--- src/rtl/fixed_point_pkg.sv ---
// Shared constants, Q9.7 limits and FSM encoding for the fixed-point accumulator
// and the saturation stage it shares with the Euler-step datapath.
package fixed_point_pkg;

    localparam int WIDTH = 16;
    localparam int FRAC  = 7;
    localparam int GUARD = 8;
    localparam int CNT_W = 8;
    localparam int ACC_W = WIDTH + GUARD;

    localparam logic [WIDTH-1:0] Q_MAX = 16'h7FFF;
    localparam logic [WIDTH-1:0] Q_MIN = 16'h8000;

    typedef enum logic [1:0] {
        IDLE  = 2'd0,
        ACCUM = 2'd1,
        DONE  = 2'd2
    } state_e;

    function automatic logic signed [ACC_W-1:0] sext(input logic [WIDTH-1:0] v);
        return {{GUARD{v[WIDTH-1]}}, v};
    endfunction

endpackage

--- src/rtl/fixed_point_saturate.sv ---
// Clamps a guard-bit accumulator to Q9.7; o_sat flags that clamping happened.
module fixed_point_saturate
    import fixed_point_pkg::*;
(
    input  logic signed [ACC_W-1:0] i_data,
    output logic [WIDTH-1:0]        o_data,
    output logic                    o_sat
);

    logic [ACC_W-WIDTH:0] w_upper;

    assign w_upper = i_data[ACC_W-1:WIDTH-1];

    // In range when every bit above the result sign matches it.
    always_comb begin
        o_data = i_data[WIDTH-1:0];
        o_sat  = 1'b0;
        if ((&w_upper) || (~|w_upper)) begin
            o_data = i_data[WIDTH-1:0];
            o_sat  = 1'b0;
        end else if (i_data[ACC_W-1]) begin
            o_data = Q_MIN;
            o_sat  = 1'b1;
        end else begin
            o_data = Q_MAX;
            o_sat  = 1'b1;
        end
    end

endmodule

--- src/rtl/fixed_point_accumulator.sv ---
// Streaming Q9.7 accumulator: init + sum of num_terms products in a 24-bit
// accumulator, saturated once to 16 bits on entry to DONE.
module fixed_point_accumulator
    import fixed_point_pkg::*;
(
    input  logic             clk,
    input  logic             rst,
    input  logic             start,
    input  logic [CNT_W-1:0] num_terms,
    input  logic [WIDTH-1:0] init_value,
    input  logic             in_valid,
    output logic             in_ready,
    input  logic [WIDTH-1:0] in_data,
    input  logic             in_overflow,
    output logic             out_valid,
    input  logic             out_ready,
    output logic [WIDTH-1:0] out_data,
    output logic             out_overflow,
    output logic             busy
);

    state_e                  r_state;
    state_e                  w_state_nxt;
    logic signed [ACC_W-1:0] r_acc;
    logic signed [ACC_W-1:0] w_acc_nxt;
    logic [CNT_W-1:0]        r_cnt;
    logic [CNT_W-1:0]        w_cnt_nxt;
    logic                    r_sticky;
    logic                    w_sticky_nxt;
    logic [WIDTH-1:0]        r_out_data;
    logic                    r_out_ovf;
    logic [WIDTH-1:0]        w_sat_data;
    logic                    w_sat;
    logic                    w_start_ok;
    logic                    w_xfer;
    logic                    w_enter_done;

    assign w_start_ok   = (r_state == IDLE) && start;
    assign w_xfer       = (r_state == ACCUM) && in_valid;
    assign w_enter_done = (w_state_nxt == DONE) && (r_state != DONE);

    // Saturating the next accumulator value lets the result register on DONE entry.
    fixed_point_saturate u_sat (
        .i_data (w_acc_nxt),
        .o_data (w_sat_data),
        .o_sat  (w_sat)
    );

    // State register.
    always_ff @(posedge clk) begin
        if (rst) begin
            r_state <= IDLE;
        end else begin
            r_state <= w_state_nxt;
        end
    end

    // Next-state logic.
    always_comb begin
        w_state_nxt = r_state;
        case (r_state)
            IDLE: begin
                if (start) begin
                    w_state_nxt = (num_terms != {CNT_W{1'b0}}) ? ACCUM : DONE;
                end else begin
                    w_state_nxt = IDLE;
                end
            end
            ACCUM: begin
                if (w_xfer && (r_cnt == CNT_W'(1))) begin
                    w_state_nxt = DONE;
                end else begin
                    w_state_nxt = ACCUM;
                end
            end
            DONE: begin
                if (out_ready) begin
                    w_state_nxt = IDLE;
                end else begin
                    w_state_nxt = DONE;
                end
            end
            default: w_state_nxt = IDLE;
        endcase
    end

    // Next accumulator, counter and sticky flag.
    always_comb begin
        w_acc_nxt    = r_acc;
        w_cnt_nxt    = r_cnt;
        w_sticky_nxt = r_sticky;
        if (w_start_ok) begin
            w_acc_nxt    = sext(init_value);
            w_cnt_nxt    = num_terms;
            w_sticky_nxt = 1'b0;
        end else if (w_xfer) begin
            w_acc_nxt    = r_acc + sext(in_data);
            w_cnt_nxt    = r_cnt - CNT_W'(1);
            w_sticky_nxt = r_sticky | in_overflow;
        end else begin
            w_acc_nxt    = r_acc;
            w_cnt_nxt    = r_cnt;
            w_sticky_nxt = r_sticky;
        end
    end

    // Datapath registers; the result is captured only on DONE entry.
    always_ff @(posedge clk) begin
        if (rst) begin
            r_acc      <= {ACC_W{1'b0}};
            r_cnt      <= {CNT_W{1'b0}};
            r_sticky   <= 1'b0;
            r_out_data <= {WIDTH{1'b0}};
            r_out_ovf  <= 1'b0;
        end else begin
            r_acc    <= w_acc_nxt;
            r_cnt    <= w_cnt_nxt;
            r_sticky <= w_sticky_nxt;
            if (w_enter_done) begin
                r_out_data <= w_sat_data;
                r_out_ovf  <= w_sticky_nxt | w_sat;
            end else begin
                r_out_data <= r_out_data;
                r_out_ovf  <= r_out_ovf;
            end
        end
    end

    // Output decode.
    always_comb begin
        in_ready     = 1'b0;
        out_valid    = 1'b0;
        busy         = 1'b0;
        out_data     = r_out_data;
        out_overflow = r_out_ovf;
        case (r_state)
            IDLE:    busy = 1'b0;
            ACCUM: begin
                in_ready = 1'b1;
                busy     = 1'b1;
            end
            DONE: begin
                out_valid = 1'b1;
                busy      = 1'b1;
            end
            default: busy = 1'b0;
        endcase
    end

endmodule
--- config.mk ---
export PLATFORM = sky130hd
export DESIGN_NAME = fixed_point_accumulator
export DESIGN_NICKNAME = d
export VERILOG_FILES = /design/src/rtl/fixed_point_pkg.sv /design/src/rtl/fixed_point_saturate.sv /design/src/rtl/fixed_point_accumulator.sv
export SDC_FILE = /design/constraint.sdc
export NUM_CORES = 1
export LEC_CHECK = 0
export BUFFER_PORTS_ARGS = -buffer_cell sky130_fd_sc_hd__buf_2
export CAP_MARGIN = 5
export CORE_UTILIZATION = 55
export DETAILED_ROUTE_END_ITERATION = 8
export PLACE_DENSITY = 0.81
export SYNTH_ARGS = -nofsm -noshare
export SYNTH_HDL_FRONTEND = slang
export SYNTH_SLANG_ARGS = --single-unit
--- constraint.sdc ---
create_clock -name clk -period 8.5 [get_ports clk]
set_input_delay 1.7 -clock clk [delete_from_list [all_inputs] [get_ports clk]]
set_output_delay 1.7 -clock clk [all_outputs]
set_load 0.01 [all_outputs]
==> metrics.md, run 1 <==
| Metric | Value |
|---|---|
| Status | complete, but fails checks |
| Failing checks | design-rule violations |
| Drt wl/cell | 17.5 um |
| Simple-gate area share of the yosys netlist | 23.1% |
| Layout Skew | 0.0117 ns |
| Routed Antenna Nets | 0 |
| IO Port Bufs | 65 |
| Ports | 66 |
| Fin crit period | 5.07 ns |
| Switching power | 0.270 mW |
| Most frequent cell on the critical path | nand4_1 |
| Synth Instances | 477 |
| Setup WS post-layout | 3.43 ns |
| Synth Area in Adders | 10.1% |
| CTS tree | yes |
| CTS resizes | 0 |
| CTS clk-pin slew, worst paths | 0.10 ns |
| Setup CP Type | in -> reg |
| Worst-Margin Slew | 0.945 ns |
| Final GP Congestion | 0.913 |
| Top Layer Used | met4 |
| Vias in the first global route | 3540 |
| Clock latency on the worst-skew pair | 0.32 ns |
| Num CTS Buffers | 5 |
| Fin. max-slew vios | 0 |
| Filler cells | 570 |
| TritonRoute pass-1 iters | 9 |
| Pre-CTS WS | 3.20 ns |
| Flops & latches, synth | 52 |
| Worst min path class | reg -> reg |
| Nets | 600 |
| CTS root buffer | clkbuf_8 |
| Peak supply drop | 0.0000980 V |
| Data required, critical path | 8.67 ns |
| Rows | 29 |
| Netlist Area Pre-Place | 0.00378 sq mm |
| Htree depth | 2 |
| Largest net degree at the start of global routing | 49 |
| CP Buf/Inv Count | 1 |
| Hold-fix buffers, CTS | 0 |
| Iteration-0 DRC Markers | 314 |
| Post-synth EDFFs | 0 |
| Count of final setup violators | 0 |
| # diodes | 0 |
| Longest Clk Path Bufs | 2 |
| DR WL met3 | 711 um |
| Die area | 0.00721 sq mm |
| Final core utilization | 64.6% |
| Syn Nets | 553 |
| GRT Overall Usage | 30.0% |
| Register area share after synthesis | 27.5% |
| Unique cell type count in the Yosys netlist | 62 |
| Leakage power | 1.85 nW |
| Met2 routed WL | 4740 um |
| Avg Synthesized Cell Area | 7.92 sq um |
| Setup bufs post-CTS | 0 |
| Critical Path, Cell by Cell | buf_2, ha_1, and4_1, nand4_1, a2111oi_0, nor4_1, mux2i_1, or2_2, nand4_1, o41ai_4, o21ai_0 |
| Clock Sinks | 52 |
| Max-cap violation count | 0 |
| Final period util | 59.6% |
| Clock group share of total power | 21.4% |
| Die Span Y | 84.9 um |
| Vias per inst | 6.46 |
| Grt ovf | 0 |
| Post-synthesis compound-gate area fraction | 30.2% |
| Die Wd | 84.9 um |
| Top_reg_cell synth | dfxtp_1 |
| Endpoints failing hold | 0 |
| Power Density | 168 mW/mm^2 |
| CP max FO | 15 |
| Initial Utilization | 58.2% |
| DR DRC count | 3 |
| RSZ-0062 raised after global routing | false |
| Post-Route WL | 10500 um |
| Net switching fraction of the power | 38.1% |
| Dpl hpwl | 7740 um |
| Slowest-stage cell, CP | o41ai_4 |
| Layout area overhead | 11.0% |
| Crit-path leading delay family | compound AO/OA/AOI/OAI gates |
| CP max stage delay | 0.80 ns |
| Metal-1 WL | 4810 um |
| Highest clock rate | 197 MHz |
| Sequential fraction of design power | 40.7% |
| Layout cells sized above 1 | 17.9% |
| Gate power share | 37.8% |
| XOR/XNOR Fraction of Synth Area | 3.71% |
| Setup_tns | 0 ns |
| Max transition margin | 36.8% |
| Ys async rst share | 0% |
| Combinational family with the most area after synthesis | compound AO/OA/AOI/OAI gates |
| Synth Warn # | 0 |
| Setup crit start kind | primary input |
| Global-route wire length before repair | 17200 um |
| Initial antenna violation count | 0 |
| Worst Path Arrival | 5.24 ns |
| Mux contribution to synthesized area | 1.06% |
| CP endpoint kind | register |
| Core ar. | 0.00649 sq mm |
| DR vias | 3888 |
| Internal | 0.437 mW |
==> power groups by stage <==
| stage | Sequential (mW) | Clock, mW | Combinational [mW] |
|---|---|---|---|
| after global placement | 0.292 | 0 | 0.256 |
| after floorplan | 0.294 | 0 | 0.188 |
| after detailed placement | 0.293 | 0 | 0.261 |
| after global routing | 0.291 | 0.162 | 0.294 |
| after CTS | 0.287 | 0.151 | 0.262 |
| final | 0.288 | 0.152 | 0.267 |
==> flip-flops by register name, indices dropped and copies added (netlist names) <==
name          count
r_cnt             8
r_acc            24
r_sticky          1
out_data         16
r_state           2
out_overflow      1
==> worst paths after layout <==
check	cells after the start	slack (ns)	to	from
worst max-delay path	11	3.43	out_data[0]	in_data[15]
worst min-delay path	2	0.50	out_data[15]	out_data[15]
worst max register to register	10	4.63	out_data[0]	r_acc[11]
worst min register to register	2	0.50	out_data[15]	out_data[15]
==> routing by layer <==
layer,global-route usage [%],vias to the layer above
li1,-,1866
met1,42.1,1820
met2,48.1,176
met3,3.40,26
met4,10.3,0
met5,0,-
==> worst min-delay path: cells and delay by family, from the launching register on <==
| family | cells | cell delay, ns |
|---|---|---|
| AND/OR/NAND/NOR | 2 | 0.14 |
| flip-flops | 1 | 0.32 |
==> placed cells by master, fill, tap and decap left out, drive strengths merged, types with 3 or more instances in the layout <==
cell,count
a2111oi,5
a211o,7
a211oi,17
a21o,14
a21oi,27
a311oi,11
a31oi,7
and2,8
and3,7
and4,3
buf,68
clkbuf,6
dfxtp,52
ha,29
inv,10
mux2i,4
nand2,38
nand2b,7
nand3,3
nand4,10
nor2,60
nor3,16
nor4,8
o211ai,6
o21a,7
o21ai,41
o21bai,3
or2,5
or3,5
xnor2,11
xor2,5
==> per-stage QoR <==
stage               area [sq um]  cells  power (mW)  hold slack (ns)
detailed placement          4110    594       0.553            0.487
CTS                         4190    602       0.701            0.503
floorplan                   3780    477       0.482            0.473
global placement            4110    594       0.548            0.478
global route                4190    602       0.746            0.537
finish                      4190    602       0.707            0.503
==> synth_stat cells, types with 4 or more instances <==
library cell	n	area share, %
nor3_1	15	2.0
ha_1	29	9.6
mux2i_1	4	1.1
a211oi_1	16	3.2
o21ai_1	10	1.3
nor2_1	60	6.0
nand2_1	38	3.8
or2_2	5	0.83
and3_1	7	1.2
o21a_1	7	1.4
nor4_1	8	1.3
a31oi_1	5	0.83
a21o_1	14	2.8
o21ai_0	30	4.0
xor2_1	5	1.2
a211o_1	7	1.6
buf_1	4	0.40
and2_1	8	1.3
o211ai_1	6	1.2
nand2b_1	7	1.2
xnor2_1	11	2.5
a311oi_1	10	2.3
dfxtp_1	52	28
nand4_1	10	1.7
or3_1	4	0.66
clkbuf_1	18	1.8
a21oi_1	27	3.6
inv_1	10	0.99
==> area by class of cell <==
type	count	area, sq um	share of cell area (%)
flip-flops and latches	52	1040	24.8
inverters	10	37.5	0.895
clock inverters	2	16.3	0.388
repair buffers	68	348	8.29
multi-input cells	387	2580	61.6
well taps	77	96.3	2.30
clock buffers	6	72.6	1.73
==> kinds of logic after synthesis <==
group	count (synthesis)
compound gates	160
xor+xnor	16
fa+ha+maj	30
buf+inv	38
flops	52
mux	4
simple gates	177
(Power assumes the default switching activity.)
==> inputs of run 2 (changes only) <==
- CORE_UTILIZATION: 55 -> 51
- PLACE_DENSITY: 0.81 -> 0.79
- clock period: 8.5 -> 4.29 ns (I/O delays scaled with it)
==> metrics.md, run 2 (same netlist as run 1, synthesis figures left out) <==
| Metric | Value |
|---|---|
| Ports | 66 (unchanged) |
| Multi-input gate area | 0.00258 sq mm (unchanged) |
| Critical Path, Cell by Cell | buf_2, ha_1, fa_1, a211o_1, o211ai_1, a211oi_2, a21oi_1, buf_4, o211ai_1, and3_1, nand4_1, o41ai_4, buf_4, o21ai_0 |
| Final GP Congestion | 0.966 (+5.8%) |
| DR DRC count | 0 (-3) |
| Worst R2R Path Depth | 13 (+3) |
| TritonRoute pass-1 iters | 5 (-4) |
| GRT Overall Usage | 28.3% (-1.7 points) |
| CTS resizes | 0 (unchanged) |
| Clock Sinks | 52 (unchanged) |
| Routed Antenna Nets | 0 (unchanged) |
| Initial Utilization | 52.4% (-5.8 points) |
| Clock latency on the worst-skew pair | 0.31 ns (about the same) |
| Vias in the first global route | 3561 (+0.59%) |
| CTS clk-pin slew, worst paths | 0.10 ns (about the same) |
| Setup CP Type | in -> reg |
| DR vias | 3915 (+0.69%) |
| Final Cell Area | 0.00430 sq mm (+2.4%) |
| Data required, critical path | 4.48 ns (-4.19 ns) |
| Dpl hpwl | 8050 um (+4.0%) |
| Final period util | 89.8% |
| Setup_tns | 0 ns (unchanged) |
| Layout Skew | 0.00980 ns (-0.00188 ns) |
| Max FFs per register | 24 (unchanged) |
| Vias per inst | 6.18 (-4.2%) |
| RSZ-0062 raised after global routing | false |
| Htree depth | 2 (unchanged) |
| Most frequent cells in the layout | buf_2 (65), nor2_1 (60), dfxtp_1 (52) |
| Global-route wire length before repair | 17100 um (-0.76%) |
| Grt ovf | 0 (unchanged) |
| Slowest-stage cell, CP | a211oi_2 |
| Filler cells | 675 (+18%) |
| Biggest register | r_acc |
| Most common cell after layout, fill and taps aside | buf_2 |
| Worst min path class | reg -> reg |
| Leakage power | 1.91 nW (+2.8%) |
| Layout cells sized above 1 | 19.5% (+1.6 points) |
| Worst-Margin Slew | 0.787 ns (-0.158 ns) |
| Initial antenna violation count | 0 (unchanged) |
| Largest net degree at the start of global routing | 39 (-20%) |
| Endpoints failing hold | 0 (unchanged) |
| Status | completed |
| FF/Latch Area | 0.00104 sq mm (unchanged) |
| Die area | 0.00776 sq mm (+7.7%) |
| Placed cell areas | 0.00420 sq mm (+2.3%) |
| CP max FO | 15 (unchanged) |
| Core ar. | 0.00721 sq mm (+11%) |
| Drt wl/cell | 16.9 um (-3.3%) |
| Layout area overhead | 13.7% |
| Peak supply drop | 0.000236 V (+140%) |
| Hold depth | 2 (unchanged) |
| Highest clock rate | 260 MHz |
| IO Port Bufs | 65 (unchanged) |
| Die Span Y | 88.1 um (+3.8%) |
| CP endpoint kind | register |
| Power Density | 328 mW/mm^2 (+95%) |
| Rows | 31 (+6.9%) |
| Longest Clk Path Bufs | 2 (unchanged) |
| CP max stage delay | 0.47 ns (-0.33 ns) |
| Nets | 609 (+1.5%) |
| Hold-fix buffers, CTS | 0 (unchanged) |
| Num CTS Buffers | 5 (unchanged) |
| Setup bufs post-CTS | 0 (unchanged) |
| Iteration-0 DRC Markers | 304 (-3.2%) |
| # diodes | 0 (unchanged) |
| Die Wd | 88.1 um (+3.8%) |
| Post-Route WL | 10700 um (+1.7%) |
| CTS root buffer | clkbuf_8 |
| Max transition margin | 47.5% (+11 points) |
| CTS tree | yes |
| Max-cap violation count | 0 (unchanged) |
| Fin. max-slew vios | 0 (unchanged) |
| Fin crit period | 3.85 ns |
| Tot Pwr | 1.41 mW (+100%) |
| Count of final setup violators | 0 (unchanged) |
| Setup crit start kind | primary input |
| Worst Path Arrival | 4.04 ns (-1.20 ns) |
-- run 2: worst paths after layout --
path                  end    startpoint  slack [ns]
max           out_data[0]    in_data[0]        0.44
min          out_data[15]  out_data[15]        0.51
max reg2reg   out_data[0]      r_acc[0]        0.73
min reg2reg  out_data[15]  out_data[15]        0.51
-- run 2: final cells by class --
cell class / instances / area share, %
clock buffer: 5 / 1.60
tap: 99 / 2.88
multi-input combinational: 387 / 60.1
sequential: 52 / 24.2
inverter: 10 / 0.874
clock inverter: 3 / 0.612
timing repair buffer: 77 / 9.67
-- run 2: report_power, final --
| part | leakage (nW) | switching [mW] | internal [mW] |
|---|---|---|---|
| Combinational | 1.43 | 0.316 | 0.220 |
| Sequential | 0.430 | 0.0341 | 0.537 |
| Clock | 0.0491 | 0.182 | 0.121 |
-- run 2: per-stage QoR --
stage | hold slack [ns] | utilization, % | instances | setup WS, ns
after CTS | 0.513 | 59.5 | 633 | 0.489
after global placement | 0.479 | 58.2 | 625 | 0.273
after floorplan | 0.473 | - | 477 | 0.600
after detailed placement | 0.494 | 58.2 | 625 | 0.162
final | 0.508 | 59.5 | 633 | 0.437
after global routing | 0.518 | 59.5 | 633 | 0.293
-- run 2: metal layers --
layer	vias to the layer above	wire length, um	global-route usage (%)
met3	31	629	4.05
met1	1849	4900	39.7
met5	-	0	0
met4	0	279	11.0
met2	149	4880	43.8
li1	1886	-	-
-- run 2: critical path: cells and delay by family --
kind            cells  cell delay, ns
compound gates      7            1.82
fa+ha+maj           2            0.46
buf+inv             3            0.52
simple gates        2            0.40
